[src/rtl/ex_mem_reg.sv]
// EX/MEM pipeline register with stall/flush control, forwarding exports and saturating debug counters.
// Optional alignment check on memory accesses is enabled by defining EX_MEM_ALIGN_CHECK_EN.
module ex_mem_reg #(
    parameter int DATA_W = 32,
    parameter int REG_AW = 5,
    parameter int CNT_W  = 16
) (
    input  logic              clk,
    input  logic              rst_n,
    input  logic              stall,
    input  logic              flush,
    input  logic              in_valid,
    input  logic [DATA_W-1:0] in_alu_result,
    input  logic [DATA_W-1:0] in_write_data,
    input  logic [DATA_W-1:0] in_branch_target,
    input  logic [REG_AW-1:0] in_write_back_destination,
    input  logic              in_mem_to_reg,
    input  logic              in_mem_write,
    input  logic              in_mem_read,
    input  logic              in_reg_write,
    input  logic              in_branch,
    input  logic              in_zero,
    input  logic [1:0]        in_load_mode,
    output logic              valid_out,
    output logic [DATA_W-1:0] address_out,
    output logic [DATA_W-1:0] write_data_out,
    output logic [DATA_W-1:0] branch_target_out,
    output logic [REG_AW-1:0] write_back_destination_out,
    output logic              mem_to_reg_out,
    output logic              mem_write_out,
    output logic              mem_read_out,
    output logic              reg_write_out,
    output logic              branch_out,
    output logic              zero_out,
    output logic [1:0]        load_mode_out,
    output logic              pc_src,
    output logic              fwd_reg_write,
    output logic              fwd_is_load,
    output logic [CNT_W-1:0]  stall_count,
    output logic [CNT_W-1:0]  bubble_count
`ifdef EX_MEM_ALIGN_CHECK_EN
    ,
    output logic              misalign_out
`endif
);

    logic              valid_q, valid_d;
    logic [DATA_W-1:0] addr_q, addr_d;
    logic [DATA_W-1:0] wdata_q, wdata_d;
    logic [DATA_W-1:0] btgt_q, btgt_d;
    logic [REG_AW-1:0] dest_q, dest_d;
    logic              m2r_q, m2r_d;
    logic              mwr_q, mwr_d;
    logic              mrd_q, mrd_d;
    logic              rwr_q, rwr_d;
    logic              br_q, br_d;
    logic              zero_q, zero_d;
    logic [1:0]        lmode_q, lmode_d;
    logic [CNT_W-1:0]  stall_cnt_q, stall_cnt_d;
    logic [CNT_W-1:0]  bubble_cnt_q, bubble_cnt_d;

`ifdef EX_MEM_ALIGN_CHECK_EN
    logic misalign_q, misalign_d;
    logic misaligned;

    assign misaligned = (in_mem_read | in_mem_write) &
                        (((in_load_mode == 2'b00) & (in_alu_result[1:0] != 2'b00)) |
                         ((in_load_mode == 2'b01) & in_alu_result[0]));
`endif

    always_comb begin
        valid_d      = valid_q;
        addr_d       = addr_q;
        wdata_d      = wdata_q;
        btgt_d       = btgt_q;
        dest_d       = dest_q;
        m2r_d        = m2r_q;
        mwr_d        = mwr_q;
        mrd_d        = mrd_q;
        rwr_d        = rwr_q;
        br_d         = br_q;
        zero_d       = zero_q;
        lmode_d      = lmode_q;
        stall_cnt_d  = stall_cnt_q;
        bubble_cnt_d = bubble_cnt_q;
`ifdef EX_MEM_ALIGN_CHECK_EN
        misalign_d   = misalign_q;
`endif
        if (flush || (!stall && !in_valid)) begin
            // Bubble: flush, or a load of an empty EX slot.
            valid_d = 1'b0;
            addr_d  = '0;
            wdata_d = '0;
            btgt_d  = '0;
            dest_d  = '0;
            m2r_d   = 1'b0;
            mwr_d   = 1'b0;
            mrd_d   = 1'b0;
            rwr_d   = 1'b0;
            br_d    = 1'b0;
            zero_d  = 1'b0;
            lmode_d = 2'b00;
`ifdef EX_MEM_ALIGN_CHECK_EN
            misalign_d = 1'b0;
`endif
            if (flush && (bubble_cnt_q != '1))
                bubble_cnt_d = bubble_cnt_q + CNT_W'(1);
        end else if (stall) begin
            if (stall_cnt_q != '1)
                stall_cnt_d = stall_cnt_q + CNT_W'(1);
        end else begin
            valid_d = 1'b1;
            addr_d  = in_alu_result;
            wdata_d = in_write_data;
            btgt_d  = in_branch_target;
            dest_d  = in_write_back_destination;
            m2r_d   = in_mem_to_reg;
            mwr_d   = in_mem_write;
            mrd_d   = in_mem_read;
            rwr_d   = in_reg_write;
            br_d    = in_branch;
            zero_d  = in_zero;
            lmode_d = in_load_mode;
`ifdef EX_MEM_ALIGN_CHECK_EN
            misalign_d = misaligned;
            if (misaligned) begin
                mwr_d = 1'b0;
                mrd_d = 1'b0;
                rwr_d = 1'b0;
            end
`endif
        end
    end

    always_ff @(posedge clk or negedge rst_n) begin
        if (!rst_n) begin
            valid_q      <= 1'b0;
            addr_q       <= '0;
            wdata_q      <= '0;
            btgt_q       <= '0;
            dest_q       <= '0;
            m2r_q        <= 1'b0;
            mwr_q        <= 1'b0;
            mrd_q        <= 1'b0;
            rwr_q        <= 1'b0;
            br_q         <= 1'b0;
            zero_q       <= 1'b0;
            lmode_q      <= 2'b00;
            stall_cnt_q  <= '0;
            bubble_cnt_q <= '0;
`ifdef EX_MEM_ALIGN_CHECK_EN
            misalign_q   <= 1'b0;
`endif
        end else begin
            valid_q      <= valid_d;
            addr_q       <= addr_d;
            wdata_q      <= wdata_d;
            btgt_q       <= btgt_d;
            dest_q       <= dest_d;
            m2r_q        <= m2r_d;
            mwr_q        <= mwr_d;
            mrd_q        <= mrd_d;
            rwr_q        <= rwr_d;
            br_q         <= br_d;
            zero_q       <= zero_d;
            lmode_q      <= lmode_d;
            stall_cnt_q  <= stall_cnt_d;
            bubble_cnt_q <= bubble_cnt_d;
`ifdef EX_MEM_ALIGN_CHECK_EN
            misalign_q   <= misalign_d;
`endif
        end
    end

    assign valid_out                  = valid_q;
    assign address_out                = addr_q;
    assign write_data_out             = wdata_q;
    assign branch_target_out          = btgt_q;
    assign write_back_destination_out = dest_q;
    assign mem_to_reg_out             = m2r_q;
    assign mem_write_out              = mwr_q;
    assign mem_read_out               = mrd_q;
    assign reg_write_out              = rwr_q;
    assign branch_out                 = br_q;
    assign zero_out                   = zero_q;
    assign load_mode_out              = lmode_q;
    assign stall_count                = stall_cnt_q;
    assign bubble_count               = bubble_cnt_q;
`ifdef EX_MEM_ALIGN_CHECK_EN
    assign misalign_out               = misalign_q;
`endif

    // Hazard-unit exports depend only on registered state.
    assign pc_src        = valid_q & br_q & zero_q;
    assign fwd_reg_write = valid_q & rwr_q & (dest_q != '0);
    assign fwd_is_load   = valid_q & mrd_q;

endmodule

[config.mk]
export PLATFORM = sky130hd
export DESIGN_NAME = ex_mem_reg
export DESIGN_NICKNAME = d
export VERILOG_FILES = /design/src/rtl/ex_mem_reg.sv
export SDC_FILE = /design/constraint.sdc
export NUM_CORES = 1
export LEC_CHECK = 0
export CAP_MARGIN = 20
export CELL_PAD_IN_SITES_DETAIL_PLACEMENT = 0
export CELL_PAD_IN_SITES_GLOBAL_PLACEMENT = 2
export CORE_UTILIZATION = 26
export CTS_BUF_LIST = sky130_fd_sc_hd__clkbuf_4
export DETAILED_ROUTE_END_ITERATION = 10
export PLACE_DENSITY_LB_ADDON = 0.12
export SLEW_MARGIN = 10
export SYNTH_ARGS = -nofsm -noshare
export SYNTH_HDL_FRONTEND = slang
export SYNTH_SLANG_ARGS = --single-unit
[constraint.sdc]
create_clock -name clk -period 2.3 [get_ports clk]
set_input_delay 0.46 -clock clk [delete_from_list [all_inputs] [get_ports clk]]
set_output_delay 0.46 -clock clk [all_outputs]
set_load 0.005 [all_outputs]
[Yosys cells after proc, flatten, opt, wreduce, memory -nomap -nowiden]
Cells that the tools add are included.
Storage, ports and cells
  register bits after elaboration: 142
  input port bits: 114
  output and inout port bits: 145
  word-level logic and storage cells: 57
Operators by class
  $add $sub $neg: 2
  equality and inequality tests: 3
  muxes and demuxes: 24
  bitwise gates (word level): 6
  reduce and logical (&&, ||, !) cells: 8
Operator list (number)
  2-to-1 mux 32 bit: 6
  adder 16 x 1 -> 16 bit, second input constant: 2
  inequality test 16 bit, second input constant: 2
  2-to-1 mux 1 bit: 14
  2-to-1 mux 5 bit: 2
  AND 1 bit: 5
  nonzero test 5 bit: 1
  2-to-1 mux 2 bit: 2
  AND reduction 3 bit: 1
  logical AND 1 bit: 2
  logical NOT 1 bit: 2
  inequality test 2 x 1 -> 1 bit, second input constant: 1
  AND reduction 2 bit: 1
  logical OR 1 bit: 1
  NOT 1 bit: 1

[Longest topological paths before layout]
  word-level depth: 5
  mapped depth: 6
  depth with buffers taken out: 5

[Worst setup path before layout]
OpenSTA, ideal clock, no wires.
  kind: register to register
  start: register bubble_cnt_q[0] (netlist: bubble_count[0])
  end: register bubble_cnt_q[1] (netlist: bubble_count[1])
  library setup time: 0.125 ns
  data arrival time: 1.757 ns
  required time: 2.175 ns
  setup slack: 0.418 ns
  cell stages (with the launch flop): 7
  buffers on the path: 1
  period minus slack after synthesis: 1.882 ns
  cell sequence: dfrtp_1 > ha_1 > nand4_2 > or4_1 > buf_6 > nand2_4 > mux2_4
Between the ends
  longest elaborated chain between the ends: 3
  elaborated cells between the ends (all ways): 4
  classes of those cells: 1 x add/sub; 1 x eq/ne; 2 x reduce/logical
Ends and longest elaborated chain
  start, declared: line 60  | logic [CNT_W-1:0] bubble_cnt_q, bubble_cnt_d;
  start signal, assigned: line 168  | bubble_cnt_q <= bubble_cnt_d;
  parallel branches: the longest is 3 deep, another holds adder 16 x 1 -> 16 bit
Parallel ways; which one is timed is not known.
A chain may end at the register's enable or synchronous reset.

[Worst setup path in the final report]
  start: register dest_q[0] (netlist: write_back_destination_out[0])
  end: output fwd_reg_write
Between the ends
  longest elaborated chain between the ends: 2
Ends and longest elaborated chain
  start, declared: line 51  | logic [REG_AW-1:0] dest_q, dest_d;
  start signal, assigned: line 159  | dest_q <= dest_d;
  nonzero test 5 bit: line 195  | assign fwd_reg_write = valid_q & rwr_q & (dest_q != '0);
  AND 1 bit: line 195
  end, declared: line 37  | output logic fwd_reg_write,
Every way passes these cells.

==> reports/metrics.yaml <==
finish:
  nets: 786
  layout_common_cells: "256 x clkdlybuf4s50_1, 141 x dfrtp_1, 109 x a22o_1, 17 x clkbuf_4"
  fill_cells: 1947
  drive_above_1_share_pct: 9.398
  seqCellArea_mm2: 0.003555
  finalNonFillerCells: 954
  multi_input_area_mm2: 0.001842
  final_util_pct: 43.52
  final_common_cell: "clkdlybuf4s50_1"
  areaGrowthSynthToFinish_pct: 62.06
route:
  num_vias: 4442
  viasPerCell: 4.656
  wl_per_cell_um: 18.23
  drc: 0
  drtIter0Drc: 122
  routed_wl_um: 17400
  dr.pass1.iters: 4
  ant_nets: 0
placement:
  routabilityCongestion: 0.7556
  dpl_worst_slack_ns: 0.1000
  dp_hpwl_um: 12640
  numPortBuffers: 258
  dp.cells: 917
worst_hold_path:
  hold_path.class: "in -> async"
setup_path:
  cp.required_ns: 1.84
  worst_setup_path_start_kind: "flop"
  r2r_end: "bubble_count[1]$_DFFE_PN0P_"
  critPathCaptureType: "output port"
  regToRegSetupSlack_ns: 0.27
  cp_max_fo: 2
  worstPathArrival_ns: 1.74
  rr_startpoint: "bubble_count[0]$_DFFE_PN0P_"
  critPathKind: "reg -> out"
  worst_r2r_path_depth: 5
timing:
  final_max_slew_viol_count: 0
  timing.final.crit_share_pct: 95.59
  fin_worst_skew_ns: 0.01208
  finalHoldViolCount: 0
  final-setup-viol-count: 0
  slew_headroom_pct: 57.72
  max_freq_mhz: 454.9
  rsz0062_at_grt: "yes"
  setup_tns_ns: 0
  fin_crit_ns: 2.198
  setup_ws_ns: 0.1015
  worst_pin_slew_ns: 0.6342
grt:
  grt_start_max_net_pins: 79
  gr-usage-all-layers_pct: 16.74
  grt_pass1_vias: 4738
  globalRouteOverflowTotal: 0
  grt_pass1_wl_um: 27730
  antenna_found_initial: 3
floorplanning:
  die_y_um: 147.5
  coreArea_mm2: 0.02049
  die_x_um: 147.5
  start_util_pct: 26.86
  ios: 259
  fp.dieArea_mm2: 0.02175
  core.rowCount: 52
status:
  status: "complete, no violations"
clocking:
  cts_buffer_depth: 2
  clk_latency_ns: 0.53
  cts_made_buffers: 17
  cts_tree: "built"
  clock_sinks: 142
  cts_htree_levels: 4
  cts-root-buf: "clkbuf_4"
  cts.clk_slew.worst_paths_ns: 0.13
power_and_ir_drop:
  leakage_nw: 3.914
  peakVddDrop_uv: 357.2
  finalPower_mw: 6.021
  p_per_area_mw_per_mm2: 675.1
synthesis:
  postSynthCellCount: 402
  synthFlopType: "dfrtp_1"
  synthArstFlopShare_pct: 100.0
  yosys_register_bits: 142
  synth.net_count: 518
  ys_seq_area_share_pct: 64.56
  avgSynthCellArea_um2: 13.69
  synthesis.area_mm2: 0.005504
  synth_edf_count: 0
  yosysWarnings: 0
  yosysUniqueCellTypes: 45
job:
  maxCapViolCount: 0
synth_stat cells, types with 2 or more instances:
cell / count / share of area [%]
a21oi_1: 4 / 0.36
a22o_1: 109 / 17
a31oi_1: 3 / 0.34
and2_1: 3 / 0.34
and3_1: 6 / 0.68
and3_2: 2 / 0.27
and4b_1: 3 / 0.55
buf_2: 3 / 0.27
clkbuf_1: 22 / 1.5
dfrtp_1: 142 / 65
ha_1: 2 / 0.45
inv_1: 2 / 0.14
nand2_1: 9 / 0.61
nand3_1: 13 / 1.2
nand4_1: 7 / 0.80
nand4_2: 2 / 0.45
nand4b_1: 2 / 0.32
nor2_1: 11 / 0.75
nor2b_1: 2 / 0.23
nor3_1: 5 / 0.45
nor3b_1: 2 / 0.27
nor4_1: 3 / 0.34
nor4b_1: 2 / 0.32
xnor2_1: 13 / 2.1
xor2_1: 10 / 1.6
critical path, stage by stage (launching register included):
cell,delay [ns]
dfrtp_1,0.40
or3_1,0.37
o311a_1,0.30
buf_2,0.15
cells by family after synthesis:
family,after synthesis,share of synthesized area (%)
flops,142,64.56
buf+inv,29,2.251
compound gates,121,18.87
simple gates,82,9.548
mux,3,0.6592
fa+ha+maj,2,0.4546
xor+xnor,23,3.660
routing by layer:
metal | global-route usage (%) | share of wire [%] | vias to the layer above
li1 | - | - | 2071
met1 | 20.43 | 42 | 2207
met2 | 26.51 | 48 | 149
met3 | 7.963 | 9.6 | 15
met4 | 4.175 | 0.99 | 0
met5 | 0 | 0 | -
where the power goes:
part           internal, mW  switching (mW)  leakage (nW)  total [mW]
Sequential             2.68           0.226          1.91        2.90
Combinational         0.681           0.389          1.82        1.07
Clock                  1.08           0.969         0.185        2.05
Total                  4.44            1.58          3.91        6.02
layout make-up:
| type | count | area share (%) |
|---|---|---|
| Tap cell | 270 | 3.787 |
| Inverter | 2 | 0.08416 |
| Clock buffer | 17 | 1.431 |
| Clock inverter | 13 | 2.679 |
| Multi-Input combinational cell | 231 | 20.65 |
| Sequential cell | 142 | 39.85 |
| Antenna cell | 3 | 0.08416 |
| Timing Repair Buffer | 276 | 31.44 |
state kept, by name, summed over array words and instances, names as in the netlist:
register and cells:
address_out 32, branch_target_out 32, write_data_out 32, bubble_count 16, stall_count 16, write_back_destination_out 5
load_mode_out 2, branch_out 1, mem_read_out 1, mem_to_reg_out 1, mem_write_out 1, reg_write_out 1
valid_out 1, zero_out 1
worst max path at each step:
stage / startpoint / end / slack, ns / depth (start not counted)
2_1_floorplan: bubble_count[0]$_DFFE_PN0P_ / bubble_count[1]$_DFFE_PN0P_ / 0.42 / 6
3_3_place_gp: flush / bubble_count[10]$_DFFE_PN0P_ / 0.13 / 5
3_5_place_dp: flush / bubble_count[10]$_DFFE_PN0P_ / 0.10 / 5
4_1_cts: write_back_destination_out[1]$_DFFE_PN0P_ / fwd_reg_write / 0.04 / 3
5_1_grt: write_back_destination_out[0]$_DFFE_PN0P_ / fwd_reg_write / -0.005 / 3
6_report: write_back_destination_out[0]$_DFFE_PN0P_ / fwd_reg_write / 0.10 / 3
per-stage QoR:
step                      area (um2)  hold WS (ns)
after detailed placement        8517        0.4847
after global placement          8517        0.4869
final                           8920        0.4590
after floorplan                 5504        0.1644
after CTS                       8905        0.4368
after global routing            8915        0.4291
timing repair:
item | in CTS | in global routing
hold buffers | 1 | 0
buffers inserted | 2 | 1
setup endpoints to repair | 2 | 1
pin swaps | 0 | 1
gates resized for setup | 5 | 0
endpoints found under the hold margin | 60 | 0
Note: power is estimated with default switching activity, not from simulation.
